===== src/rtl/image_pixel_proc_pkg.sv =====
`default_nettype none
// +----------------------------------------------------------------------+
// | img_pkg : shared mode/state encodings and saturation helper          |
// | Rev 1.0 : initial release                                            |
// +----------------------------------------------------------------------+
package img_pkg;

  localparam logic [2:0] MODE_BYPASS   = 3'd0;
  localparam logic [2:0] MODE_ADD      = 3'd1;
  localparam logic [2:0] MODE_SUB      = 3'd2;
  localparam logic [2:0] MODE_INVERT   = 3'd3;
  localparam logic [2:0] MODE_THRESH   = 3'd4;
  localparam logic [2:0] MODE_CONTRAST = 3'd5;

  typedef enum logic [1:0] {
    ST_IDLE  = 2'd0,
    ST_RUN   = 2'd1,
    ST_DRAIN = 2'd2,
    ST_DONE  = 2'd3
  } state_t;

  // Clamp a signed intermediate into the unsigned range of a dw-bit channel.
  function automatic int sat_u(input int value, input int dw);
    int max_v;
    max_v = (1 << dw) - 1;
    if (value < 0) return 0;
    else if (value > max_v) return max_v;
    else return value;
  endfunction

endpackage
`default_nettype wire


===== src/rtl/image_pixel_proc_lane_op.sv =====
`default_nettype none
// +----------------------------------------------------------------------+
// | img_lane_op : combinational point operation on one RGB pixel         |
// | Mode 5 contrast only when IMG_CONTRAST_EN is defined.  Rev 1.0       |
// +----------------------------------------------------------------------+
module img_lane_op
  import img_pkg::*;
#(
  parameter int DW = 8
) (
  input  logic [2:0]      mode_i,
  input  logic [DW-1:0]   value_i,
  input  logic [DW-1:0]   thresh_i,
  input  logic [3*DW-1:0] pix_i,
  input  logic [DW+1:0]   sum_i,
  output logic [3*DW-1:0] pix_o
);

  localparam int SW = DW + 2;
  localparam logic [SW-1:0] c_THREE = SW'(3);
  localparam logic [DW-1:0] c_MAXV  = '1;

  logic [SW-1:0] gray;
  logic [DW-1:0] inv;

  assign gray = sum_i / c_THREE;
  assign inv  = c_MAXV - gray[DW-1:0];

  for (genvar c = 0; c < 3; c++) begin : g_ch
    logic [DW-1:0] x;
    logic [DW-1:0] y;

    assign x = pix_i[DW*c +: DW];

`ifdef IMG_CONTRAST_EN
    localparam logic signed [2*DW+1:0] c_HALF_S =
      {{(DW+2){1'b0}}, 1'b1, {(DW-1){1'b0}}};
    logic signed [2*DW+1:0] prod;
    logic signed [2*DW+1:0] con;
    // Gain is 4.4 fixed point, so the >>>4 removes the fractional bits.
    assign prod = ($signed({{(DW+2){1'b0}}, x}) - c_HALF_S) *
                  $signed({{(DW+2){1'b0}}, value_i});
    assign con  = (prod >>> 4) + c_HALF_S;
`endif

    always_comb begin
      y = x;
      case (mode_i)
        MODE_ADD:      y = DW'(sat_u(int'(x) + int'(value_i), DW));
        MODE_SUB:      y = (x > value_i) ? (x - value_i) : '0;
        MODE_INVERT:   y = inv;
        MODE_THRESH:   y = (gray > {2'b00, thresh_i}) ? c_MAXV : '0;
`ifdef IMG_CONTRAST_EN
        MODE_CONTRAST: y = DW'(sat_u(int'(con), DW));
`endif
        default:       y = x;
      endcase
    end

    assign pix_o[DW*c +: DW] = y;
  end

endmodule
`default_nettype wire


===== src/rtl/image_pixel_proc.sv =====
`default_nettype none
// +----------------------------------------------------------------------+
// | image_pixel_proc : 2-stage streaming RGB point-operation engine      |
// | Optional contrast mode via IMG_CONTRAST_EN.  Rev 1.0                 |
// +----------------------------------------------------------------------+
module image_pixel_proc
  import img_pkg::*;
#(
  parameter  int WIDTH  = 768,
  parameter  int HEIGHT = 512,
  parameter  int DW     = 8,
  parameter  int LANES  = 1,
  localparam int PW     = 3 * DW * LANES
) (
  input  logic          HCLK,
  input  logic          HRESETn,
  input  logic          start,
  input  logic [2:0]    cfg_mode,
  input  logic [DW-1:0] cfg_value,
  input  logic [DW-1:0] cfg_threshold,
  input  logic          s_valid,
  output logic          s_ready,
  input  logic [PW-1:0] s_data,
  output logic          m_valid,
  input  logic          m_ready,
  output logic [PW-1:0] m_data,
  output logic          m_sof,
  output logic          m_eol,
  output logic          m_eof,
  output logic          HSYNC,
  output logic          busy,
  output logic          frame_done
);

  localparam int TOTAL = WIDTH * HEIGHT / LANES;
  localparam int CW    = $clog2(TOTAL + 1);
  localparam int COLW  = $clog2(WIDTH + 1);
  localparam int ROWW  = $clog2(HEIGHT + 1);
  localparam int SW    = DW + 2;

  localparam logic [CW-1:0]   c_TOTAL    = CW'(TOTAL);
  localparam logic [COLW-1:0] c_COL_LAST = COLW'(WIDTH - LANES);
  localparam logic [COLW-1:0] c_COL_STEP = COLW'(LANES);
  localparam logic [ROWW-1:0] c_ROW_LAST = ROWW'(HEIGHT - 1);

  state_t                 state_q, state_d;
  logic [CW-1:0]          in_cnt_q, in_cnt_d;
  logic [COLW-1:0]        col_q, col_d;
  logic [ROWW-1:0]        row_q, row_d;
  logic [2:0]             mode_q;
  logic [DW-1:0]          value_q, thresh_q;
  logic                   st1_valid_q, st2_valid_q;
  logic [PW-1:0]          st1_data_q, st2_data_q;
  logic [LANES*SW-1:0]    st1_sum_q;

  logic                   adv, s_fire, cfg_load, last_col;
  logic [LANES*SW-1:0]    sum;
  logic [PW-1:0]          res;

  // One enable for both stages keeps the pipeline lossless under back-pressure.
  assign adv     = !st2_valid_q || m_ready;
  assign s_ready = (state_q == ST_RUN) && (in_cnt_q < c_TOTAL) && adv;
  assign s_fire  = s_valid && s_ready;

  for (genvar k = 0; k < LANES; k++) begin : g_lane
    logic [DW-1:0] r, g, b;
    assign r = s_data[3*DW*k + 2*DW +: DW];
    assign g = s_data[3*DW*k + DW   +: DW];
    assign b = s_data[3*DW*k        +: DW];
    assign sum[SW*k +: SW] = {2'b00, r} + {2'b00, g} + {2'b00, b};

    img_lane_op #(.DW(DW)) u_op (
      .mode_i   (mode_q),
      .value_i  (value_q),
      .thresh_i (thresh_q),
      .pix_i    (st1_data_q[3*DW*k +: 3*DW]),
      .sum_i    (st1_sum_q[SW*k +: SW]),
      .pix_o    (res[3*DW*k +: 3*DW])
    );
  end

  always_comb begin
    state_d  = state_q;
    in_cnt_d = in_cnt_q;
    cfg_load = 1'b0;
    case (state_q)
      ST_IDLE: begin
        if (start) begin
          state_d  = ST_RUN;
          in_cnt_d = '0;
          cfg_load = 1'b1;
        end
      end
      ST_RUN: begin
        if (s_fire) in_cnt_d = in_cnt_q + 1'b1;
        if (in_cnt_q == c_TOTAL) state_d = ST_DRAIN;
      end
      ST_DRAIN: begin
        if (HSYNC && m_eof) state_d = ST_DONE;
      end
      ST_DONE: state_d = ST_IDLE;
      default: state_d = ST_IDLE;
    endcase
  end

  always_comb begin
    col_d = col_q;
    row_d = row_q;
    if (HSYNC) begin
      if (last_col) begin
        col_d = '0;
        row_d = (row_q == c_ROW_LAST) ? '0 : row_q + 1'b1;
      end else begin
        col_d = col_q + c_COL_STEP;
      end
    end
  end

  always_ff @(posedge HCLK or negedge HRESETn) begin
    if (!HRESETn) begin
      state_q     <= ST_IDLE;
      in_cnt_q    <= '0;
      col_q       <= '0;
      row_q       <= '0;
      mode_q      <= '0;
      value_q     <= '0;
      thresh_q    <= '0;
      st1_valid_q <= 1'b0;
      st1_data_q  <= '0;
      st1_sum_q   <= '0;
      st2_valid_q <= 1'b0;
      st2_data_q  <= '0;
    end else begin
      state_q  <= state_d;
      in_cnt_q <= in_cnt_d;
      col_q    <= col_d;
      row_q    <= row_d;
      if (cfg_load) begin
        mode_q   <= cfg_mode;
        value_q  <= cfg_value;
        thresh_q <= cfg_threshold;
      end
      if (adv) begin
        st1_valid_q <= s_fire;
        st1_data_q  <= s_data;
        st1_sum_q   <= sum;
        st2_valid_q <= st1_valid_q;
        st2_data_q  <= res;
      end
    end
  end

  // Markers come from the output counters, which only move on a handshake.
  assign last_col   = (col_q == c_COL_LAST);
  assign m_valid    = st2_valid_q;
  assign m_data     = st2_data_q;
  assign m_sof      = st2_valid_q && (row_q == '0) && (col_q == '0);
  assign m_eol      = st2_valid_q && last_col;
  assign m_eof      = m_eol && (row_q == c_ROW_LAST);
  assign HSYNC      = m_valid && m_ready;
  assign busy       = (state_q != ST_IDLE);
  assign frame_done = (state_q == ST_DONE);

endmodule
`default_nettype wire


===== config.mk =====
export PLATFORM = sky130hd
export DESIGN_NAME = image_pixel_proc
export DESIGN_NICKNAME = d
export VERILOG_FILES = /design/src/rtl/image_pixel_proc_pkg.sv /design/src/rtl/image_pixel_proc_lane_op.sv /design/src/rtl/image_pixel_proc.sv
export SDC_FILE = /design/constraint.sdc
export NUM_CORES = 1
export LEC_CHECK = 0
export CAP_MARGIN = 20
export CORE_MARGIN = 2
export CORE_UTILIZATION = 39
export DETAILED_ROUTE_END_ITERATION = 16
export PLACE_DENSITY = 0.59
export SYNTH_ARGS = -nofsm -noshare
export SYNTH_HDL_FRONTEND = slang
export SYNTH_SLANG_ARGS = --single-unit

===== constraint.sdc =====
create_clock -name HCLK -period 5.8 [get_ports HCLK]
set_input_delay 1.16 -clock HCLK [delete_from_list [all_inputs] [get_ports HCLK]]
set_output_delay 1.16 -clock HCLK [all_outputs]
set_load 0.02 [all_outputs]

==> results of run 1 <==
[sequential cells by signal, indices dropped and copies added (netlist names)]
| register | cells |
|---|---|
| state_q | 2 |
| value_q | 8 |
| m_data | 24 |
| col_q | 10 |
| st1_data_q | 24 |
| st1_valid_q | 1 |
| in_cnt_q | 19 |
| row_q | 10 |
| mode_q | 3 |
| m_valid | 1 |
| thresh_q | 8 |
| st1_sum_q | 10 |
[worst max-delay path: cells and delay by family (launching register included)]
kind | cells | cell delay (ps)
compound gates | 9 | 1780
fa+ha+maj | 2 | 580
buf+inv | 1 | 190
flops | 1 | 600
simple gates | 8 | 1790
[cell usage in the layout (no fill, tap or decap), types with 17 or more instances in the layout]
cell type        Yosys  layout
nor3_1              20      20
clkbuf_16            0      17
clkdlybuf4s50_1      0      78
mux2_2              21      21
xor2_1              21      21
nor2_1              69      69
o21ai_0             75      75
dfrtp_1            120     120
nand2b_1            21      20
nand2_1            132     132
inv_1               76      76
a21o_1              24      24
xnor2_1             21      20
nand3_1             18      18
or3_1               19      19
ha_1                75      75
nand4_1             21      21
a21oi_1             76      76
[metrics by stage]
step	setup slack [ps]	power, mW
after floorplan	1450	2.01
after global placement	894	2.37
after detailed placement	790	2.37
after CTS	759	3.54
after global routing	360	3.76
final	709	3.52
[how the worst min path moves through the flow]
stage | endpoint | cells past startpoint
finish | m_valid | 1
CTS | m_valid | 1
floorplan | m_valid | 1
global placement | m_valid | 1
global route | m_valid | 1
detailed placement | m_valid | 1
[logic make-up (layout without fill, tap and decap cells)]
kind of cell             Yosys count  count (layout)  share of synthesized area
AO/OA/AOI/OAI                    285             285                      0.204
XOR/XNOR                          42              42                     0.0410
adder cells (fa/ha/maj)           90              90                      0.138
buffers and inverters            120             197                     0.0536
flip-flops                       120             120                      0.335
multiplexers                      24              24                     0.0297
AND/OR/NAND/NOR                  364             364                      0.199
[power by group through the flow]
stage	clock, mW	sequential [mW]	combinational, mW
floorplan	0	1.09	0.921
global placement	0	1.16	1.20
detailed placement	0	1.16	1.20
CTS	1.17	1.15	1.21
global route	1.21	1.18	1.37
finish	1.15	1.15	1.22
[routing by layer]
metal	part of all wire	vias up	wire length, um
met5	0	-	0
met4	0.024	0	593
met3	0.047	33	1180
met2	0.44	241	11100
met1	0.49	3749	12200
li1	-	3823	-
[area by class of cell]
class / instances / area (sq um)
clock buffers: 17 / 425
clock inverters: 15 / 205
fillers: 2210 / 12000
inverters: 77 / 289
multi-input cells: 805 / 5510
flip-flops and latches: 120 / 3000
well taps: 285 / 357
repair buffers: 88 / 856
==> reports/metrics.csv, run 1 <==
metric;value;unit
status;complete, no violations;
drive_above_1_share;0.0704;
cp.required;6080;ps
p_comb_frac;0.347;
stdcell_area;10600;sq um
synth_area;8970;sq um
hp-class;register to register;
finalSetupViolCount;0;
io_buffers;79;
rsz0062_at_grt;no;
r2r_slack;710;ps
totalWireLength;25.1;mm
clock_path_buffers;2;
crit_fanout;20;
die-area;24200;sq um
cts-root-buf;clkbuf_16;
async_flop_share;1.00;
synth_enable_flop_cells;0;
instances_no_fill;1407;
leakage;4.79;nW
place.gp.congestion;0.909;
hold_viol;0;
use_met2;0.332;
clock_sinks;120;
vias_per_cell;5.58;
syn_nets;1183;
crit_arrival;5370;ps
yosysMostFrequentCell;nand2_1;
clk_pin_slew;70;ps
r2r_end;m_data[15];
p_sw;1.34;mW
cts_setup_buffers;0;
ctsResizeCount;0;
grt_antenna_before_repair;0;
grt_use_met3;0.0322;
ys_seq_area_frac;0.335;
cts_buffers;17;
syn_to_final_growth;18.7;%
tightest_slew;1060;ps
place_inst;1374;
row_count;55;
grt_usage;0.214;
r2r_cells;20;
busiest_layer;met2;
holdCritStartpoint;st1_valid_q;
yosysTopAreaCell;dfrtp_1;
use_met1;0.306;
maxSlewHeadroom;0.293;
clk_latency;430;ps
finalCritPeriodShare;0.878;
ys_top_cells_by_area;dfrtp_1, ha_1, nand2_1;
yosys_warnings;0;
die_w;156;um
yosysTopAreaCellShare;0.335;
via_count;7846;
critPathCaptureType;register;
critPathLaunch;st1_sum_q[5];
cp_slowest_stage_delay;600;ps
drtPass1Iterations;5;
cts_tree;done;
whs;457;ps
cp_slowest_cell;dfrtp_1;
maxCapViolCount;0;
route.detailed.drc;0;
htree_levels;4;
crit_path_end;m_data[15];
dieHeight;156;um
first_iter_violations;569;
start_kind;register;
skew;12.7;ps
r2r_start;st1_sum_q[5];
synth_cell_types;72;
wl_per_cell;17.9;um
final_nets;1247;
switching_share;0.380;
grt_pass1_wl;40.8;mm
antenna_cells;0;
utilization;0.470;
synthFlopType;dfrtp_1;
core_area;22600;sq um
final_max_slew_viol_count;0;
grt_max_degree;72;
initial_utilization;0.396;
synth_cells;1045;
synth_commonest_cells;nand2_1, dfrtp_1, a21oi_1, inv_1;
pwr-share-clk;0.327;
p_int;2.18;mW
ys_ff_latch;120;
setup_tns;0;ps
pin_count;80;
hpwl;18.7;mm
grt-ovfl-total;0;
placed_cell_area;10000;sq um
max_clock_freq;196;MHz
pwr-share-seq;0.326;
ctsHoldBuffers;0;
avgSynthCellArea;8.58;sq um
grt_pass1_vias;7529;
period_minus_slack;5090;ps
worstPathCellList;or2_2 > o32ai_1 > o22a_1 > or2_1 > nor3_4 > o22a_1 > ha_1 > a21o_1 > o22ai_1 > a22o_1 > o31ai_1 > nand2_1 > ha_1 > and4_1 > nand4_1 > o2111ai_1 > buf_4 > nand3_1 > nor2_1 > a31oi_1;
ir_drop;0.156;mV
powerDensity;331;nW/um^2
ant_nets;0;
worstSetupPathType;register to register;
(Power assumes the default switching activity.)
==> run 2: changes to the inputs <==
- GPL_TIMING_DRIVEN: unset -> 1
- PLACE_DENSITY: 0.59 -> unset
- TNS_END_PERCENT: unset -> 100
==> run 2 against run 1 <==
Net effect: wire length is 1.2% higher; clock skew decreased by 3.1 ps; critical path type unchanged; design area decreased by 0.75%; register-to-register slack improved by 20 ps; largest power group unchanged; hold slack worse by 0.94 ps; sequential cell count unchanged; largest cell class unchanged; highest routed layer unchanged.
==> reports/metrics.csv, run 2 (synthesis results as in run 1) <==
metric;value;unit;change
final_nets;1248;;+0.080%
instances_no_fill;1407;;unchanged
final_cell_mix;nand2_1, dfrtp_1, clkdlybuf4s50_1;;
via_count;7828;;-0.23%
start_kind;register;;
drive_above_1_share;0.0660;;-0.00446
powerDensity;319;nW/um^2;-3.7%
pin_count;80;;unchanged
switching_share;0.377;;-0.00334
grt_use_met3;0.0364;;+0.00417
place.gp.congestion;0.894;;-1.7%
cp.required;6080;ps;about the same
drtPass1Iterations;5;;unchanged
wl_per_cell;18.1;um;+1.2%
fill_cells;2171;;-1.8%
first_iter_violations;576;;+1.2%
setup_tns;0;ps;unchanged
hold_viol;0;;unchanged
use_met2;0.335;;+0.00316
use_met1;0.305;;-0.000844
final_common_cell;nand2_1;;
clock_path_buffers;2;;unchanged
hp-class;register to register;;
clk_latency;420;ps;about the same
antenna_cells;0;;unchanged
grt_pass1_vias;7524;;-0.066%
row_count;55;;unchanged
maxCapViolCount;0;;unchanged
place_inst;1375;;+0.073%
ir_drop;0.162;mV;+4.1%
cts-root-buf;clkbuf_16;;
core_area;22600;sq um;unchanged
ant_nets;0;;unchanged
die_w;156;um;unchanged
totalWireLength;25.4;mm;+1.2%
grt_pass1_wl;40.5;mm;-0.63%
grt-ovfl-total;0;;unchanged
ctsHoldBuffers;0;;unchanged
pwr-share-clk;0.295;;-0.032
ctsResizeCount;0;;unchanged
finalSetupViolCount;0;;unchanged
syn_to_final_growth;17.8;%;
grt_max_degree;62;;-14%
p_comb_frac;0.364;;+0.017
route.detailed.drc;0;;unchanged
cts_buffers;17;;unchanged
critPathCaptureType;register;;
period_minus_slack;5070;ps;-23.5 ps
skew;9.59;ps;-3.07 ps
max_clock_freq;197;MHz;+0.46%
grt_usage;0.213;;-0.000795
worstSetupPathType;register to register;;
hpwl;18.5;mm;-1.1%
leakage;4.73;nW;-1.1%
cts_tree;done;;
initial_utilization;0.396;;unchanged
io_buffers;79;;unchanged
htree_levels;4;;unchanged
cts_setup_buffers;0;;unchanged
rsz0062_at_grt;no;;
clock_sinks;120;;unchanged
vias_per_cell;5.56;;-0.23%
status;complete, no violations;;
die-area;24200;sq um;unchanged
whs;456;ps;-0.940 ps
pwr-share-seq;0.341;;+0.015
finalCritPeriodShare;0.874;;-0.00406
p_int;2.10;mW;-3.9%
crit_arrival;5340;ps;-30 ps
p_sw;1.27;mW;-5.3%
busiest_layer;met2;;
grt_antenna_before_repair;0;;unchanged
maxSlewHeadroom;0.292;;-0.00131
tightest_slew;1060;ps;+1.95 ps
final_max_slew_viol_count;0;;unchanged
clk_pin_slew;60;ps;about the same
crit_fanout;21;;+5.0%
dieHeight;156;um;unchanged
run 2: changes by cell type in the layout (fill, tap and decap cells not counted), moves of 2 or more:
cell and delta:
clkinv_2 +2, inv_6 -6, clkinvlp_4 +3, inv_8 -4, clkbuf_8 +2, bufinv_16 -2, clkbuf_1 +5
run 2: per-layer routing:
| layer | vias up | part of all wire |
|---|---|---|
| li1 | 3833 | - |
| met1 | 3749 | 0.48 |
| met2 | 224 | 0.46 |
| met3 | 22 | 0.052 |
| met4 | 0 | 0.013 |
| met5 | - | 0 |
run 2: layout make-up:
type | instances | area, sq um | share of cell area
Sequential cell | 120 | 3000 | 0.284
Timing Repair Buffer | 89 | 863 | 0.0817
Clock buffer | 24 | 472 | 0.0446
Multi-Input combinational cell | 805 | 5510 | 0.522
Clock inverter | 7 | 71.3 | 0.00675
Tap cell | 285 | 357 | 0.0338
Inverter | 77 | 289 | 0.0274
run 2: critical path, stage by stage, from the launching register on:
cell and delay (ps):
dfrtp_1 710, or3b_1 420, a311o_1 350, o2bb2ai_1 170, or2_2 280, nor3_4 60
o22a_1 220, ha_1 310, a21o_1 110, o22ai_1 80, a22o_1 180, o31ai_1 290
nand2_1 90, ha_1 270, and4_1 160, nand4_1 100, o2111ai_1 110, buf_4 190
nand3_1 200, nor2_1 460, a31oi_1 140
run 2: path summary, 6_finish.rpt:
check,slack [ps],endpoint,depth (start not counted),from
worst max-delay path,730,m_data[15],20,st1_sum_q[6]
worst min-delay path,460,m_valid,1,st1_valid_q
worst max register to register,730,m_data[15],20,st1_sum_q[6]
worst min register to register,460,m_valid,1,st1_valid_q
max in group asynchronous,3980,m_data[2],2,HRESETn
min in group asynchronous,800,st1_data_q[13],1,HRESETn
run 2: through the flow:
step	setup WS (ps)	utilization	total power [mW]	cell area [sq um]
2_1_floorplan	1450	-	2.01	8970
3_3_place_gp	930	0.442	2.37	10000
3_5_place_dp	838	0.442	2.37	10000
4_1_cts	828	0.466	3.37	10600
5_1_grt	350	0.467	3.59	10600
6_report	733	0.467	3.37	10600
run 2: power by group through the flow:
stage | combinational, mW | clock (mW) | sequential [mW]
floorplan | 0.921 | 0 | 1.09
global placement | 1.21 | 0 | 1.16
detailed placement | 1.21 | 0 | 1.16
CTS | 1.22 | 1.01 | 1.15
global route | 1.38 | 1.05 | 1.17
finish | 1.23 | 0.992 | 1.15
==> run 3: changes to the inputs <==
- ABC_AREA: unset -> 1
==> run 3 against run 2 <==
Net effect: total power increased by 82%; synthesized cell count increased by 5.6%; critical path depth increased by 12; wire length decreased by 9.3%; core utilization increased by 0.80 points; sequential share of layout area increased by 0.75 points; die area decreased by 4.7%; global-route usage decreased by 0.99 points; setup slack improved by 220 ps; maximum frequency increased by 4.6%.
==> reports/metrics.csv, run 3 <==
metric;value;unit;change
final_cell_mix;nand2_1, inv_1, o21ai_0, dfrtp_1, nor2_1;;
ys_ff_latch;120;;unchanged
grt_usage;0.203;;-0.00992
cts_buffers;17;;unchanged
grt-ovfl-total;0;;unchanged
antenna_cells;0;;unchanged
core_area;21700;sq um;-4.2%
finalCritPeriodShare;0.835;;-0.0387
via_count;7489;;-4.3%
io_buffers;79;;unchanged
start_kind;register;;
hold_viol;0;;unchanged
leakage;4.87;nW;+2.8%
finalSetupViolCount;0;;unchanged
setup_tns;0;ps;unchanged
vias_per_cell;5.08;;-8.7%
critPathCaptureType;register;;
die-area;23100;sq um;-4.7%
period_minus_slack;4840;ps;-224 ps
ys_top_cells_by_area;dfrtp_1, ha_1, nand2_1;;
final_nets;1320;;+5.8%
maxCapViolCount;0;;unchanged
wl_per_cell;15.6;um;-13%
crit_arrival;5110;ps;-230 ps
drtPass1Iterations;5;;unchanged
drive_above_1_share;0.0720;;+0.00601
initial_utilization;0.394;;-0.00251
rsz0062_at_grt;no;;
first_iter_violations;477;;-17%
ir_drop;0.224;mV;+38%
max_clock_freq;206;MHz;+4.6%
yosysMostFrequentCell;nand2_1;;
grt_pass1_vias;7340;;-2.4%
yosys_warnings;0;;unchanged
grt_antenna_before_repair;0;;unchanged
syn_to_final_growth;20.5;%;
synth_cells;1103;;+5.6%
utilization;0.475;;+0.00797
dieHeight;152;um;-2.4%
status;complete, no violations;;
clock_sinks;120;;unchanged
yosysTopAreaCell;dfrtp_1;;
cts-root-buf;clkbuf_16;;
avgSynthCellArea;7.74;sq um;-9.8%
place.gp.congestion;0.928;;+3.8%
crit_fanout;6;;-71%
synthFlopType;dfrtp_1;;
ys_seq_area_frac;0.352;;+0.0169
yosysTopAreaCellShare;0.352;;+0.0169
ant_nets;0;;unchanged
clk_pin_slew;60;ps;about the same
clock_path_buffers;2;;unchanged
synth_cell_types;49;;-32%
cp_slowest_stage_delay;410;ps;-300 ps
tightest_slew;1020;ps;-41.8 ps
pin_count;80;;unchanged
grt_max_degree;76;;+23%
cp_slowest_cell;dfrtp_1;;
r2r_start;st1_sum_q[7];;
holdCritStartpoint;st1_valid_q;;
synth_enable_flop_cells;0;;unchanged
cp.required;6070;ps;about the same
totalWireLength;23.1;mm;-9.3%
ctsResizeCount;0;;unchanged
maxSlewHeadroom;0.317;;+0.0259
cts_setup_buffers;0;;unchanged
hp-class;register to register;;
final_max_slew_viol_count;0;;unchanged
powerDensity;596;nW/um^2;+87%
grt_pass1_wl;37.6;mm;-7.3%
setup_slack;957;ps;+224 ps
fill_cells;2143;;-1.3%
synth_area;8540;sq um;-4.8%
skew;9.01;ps;-0.587 ps
route.detailed.drc;0;;unchanged
crit_top_cell;nand2_1;;
die_w;152;um;-2.4%
htree_levels;4;;unchanged
hpwl;17.5;mm;-5.1%
syn_nets;1241;;+4.9%
cts_tree;done;;
async_flop_share;1.00;;unchanged
clk_latency;420;ps;about the same
row_count;54;;-1.8%
synth_commonest_cells;nand2_1, inv_1, dfrtp_1, o21ai_0, nor2_1;;
whs;478;ps;+22.2 ps
ctsHoldBuffers;0;;unchanged
critPathLaunch;st1_sum_q[7];;
place_ws;1050;ps;+207 ps
final_common_cell;nand2_1;;
worstSetupPathType;register to register;;
-- run 3: cell type report --
cell class / instances / area (sq um) / share of cell area
inverters: 165 / 619 / 0.0602
well taps: 280 / 350 / 0.0340
multi-input cells: 793 / 4830 / 0.470
clock buffers: 19 / 453 / 0.0440
clock inverters: 13 / 168 / 0.0163
flip-flops and latches: 120 / 3000 / 0.292
repair buffers: 85 / 866 / 0.0841
-- run 3: report_power, final --
| group | switching [mW] | total (mW) | internal [mW] |
|---|---|---|---|
| combinational | 2.27 | 3.63 | 1.36 |
| clock | 0.409 | 1.11 | 0.702 |
| sequential | 0.268 | 1.40 | 1.13 |
-- run 3: worst paths after layout --
path	to	slack, ps	depth (start not counted)
max	m_data[23]	960	32
min	m_valid	480	2
max reg2reg	m_data[23]	960	32
min reg2reg	m_valid	480	2
max in group asynchronous	m_data[23]	4070	2
min in group asynchronous	in_cnt_q[0]	690	1
-- run 3: cell families (layout without fill, tap and decap cells) --
group	after synthesis	after routing	synth area share
compound gates	255	255	0.172
xor+xnor	30	30	0.0308
fa+ha+maj	90	90	0.145
buf+inv	190	282	0.0837
flops	120	120	0.352
simple gates	418	418	0.217
-- run 3: metal layers --
layer  part of all wire  track usage
met5                  0            0
met4              0.012       0.0512
met3              0.044       0.0385
met2               0.47        0.331
met1               0.47        0.281
-- run 3: worst max-delay path: cells and delay by family (launching register included) --
| family | cells | cell delay, ps |
|---|---|---|
| simple gates | 12 | 1250 |
| fa+ha+maj | 2 | 420 |
| flops | 1 | 410 |
| compound gates | 15 | 2240 |
| buf+inv | 3 | 360 |
-- run 3: per-stage QoR --
step | power [mW] | cells | cell area (sq um)
2_1_floorplan | 3.96 | 1103 | 8540
3_3_place_gp | 4.96 | 1441 | 9630
3_5_place_dp | 5.01 | 1441 | 9630
4_1_cts | 6.15 | 1473 | 10200
5_1_grt | 6.72 | 1475 | 10300
6_report | 6.14 | 1475 | 10300
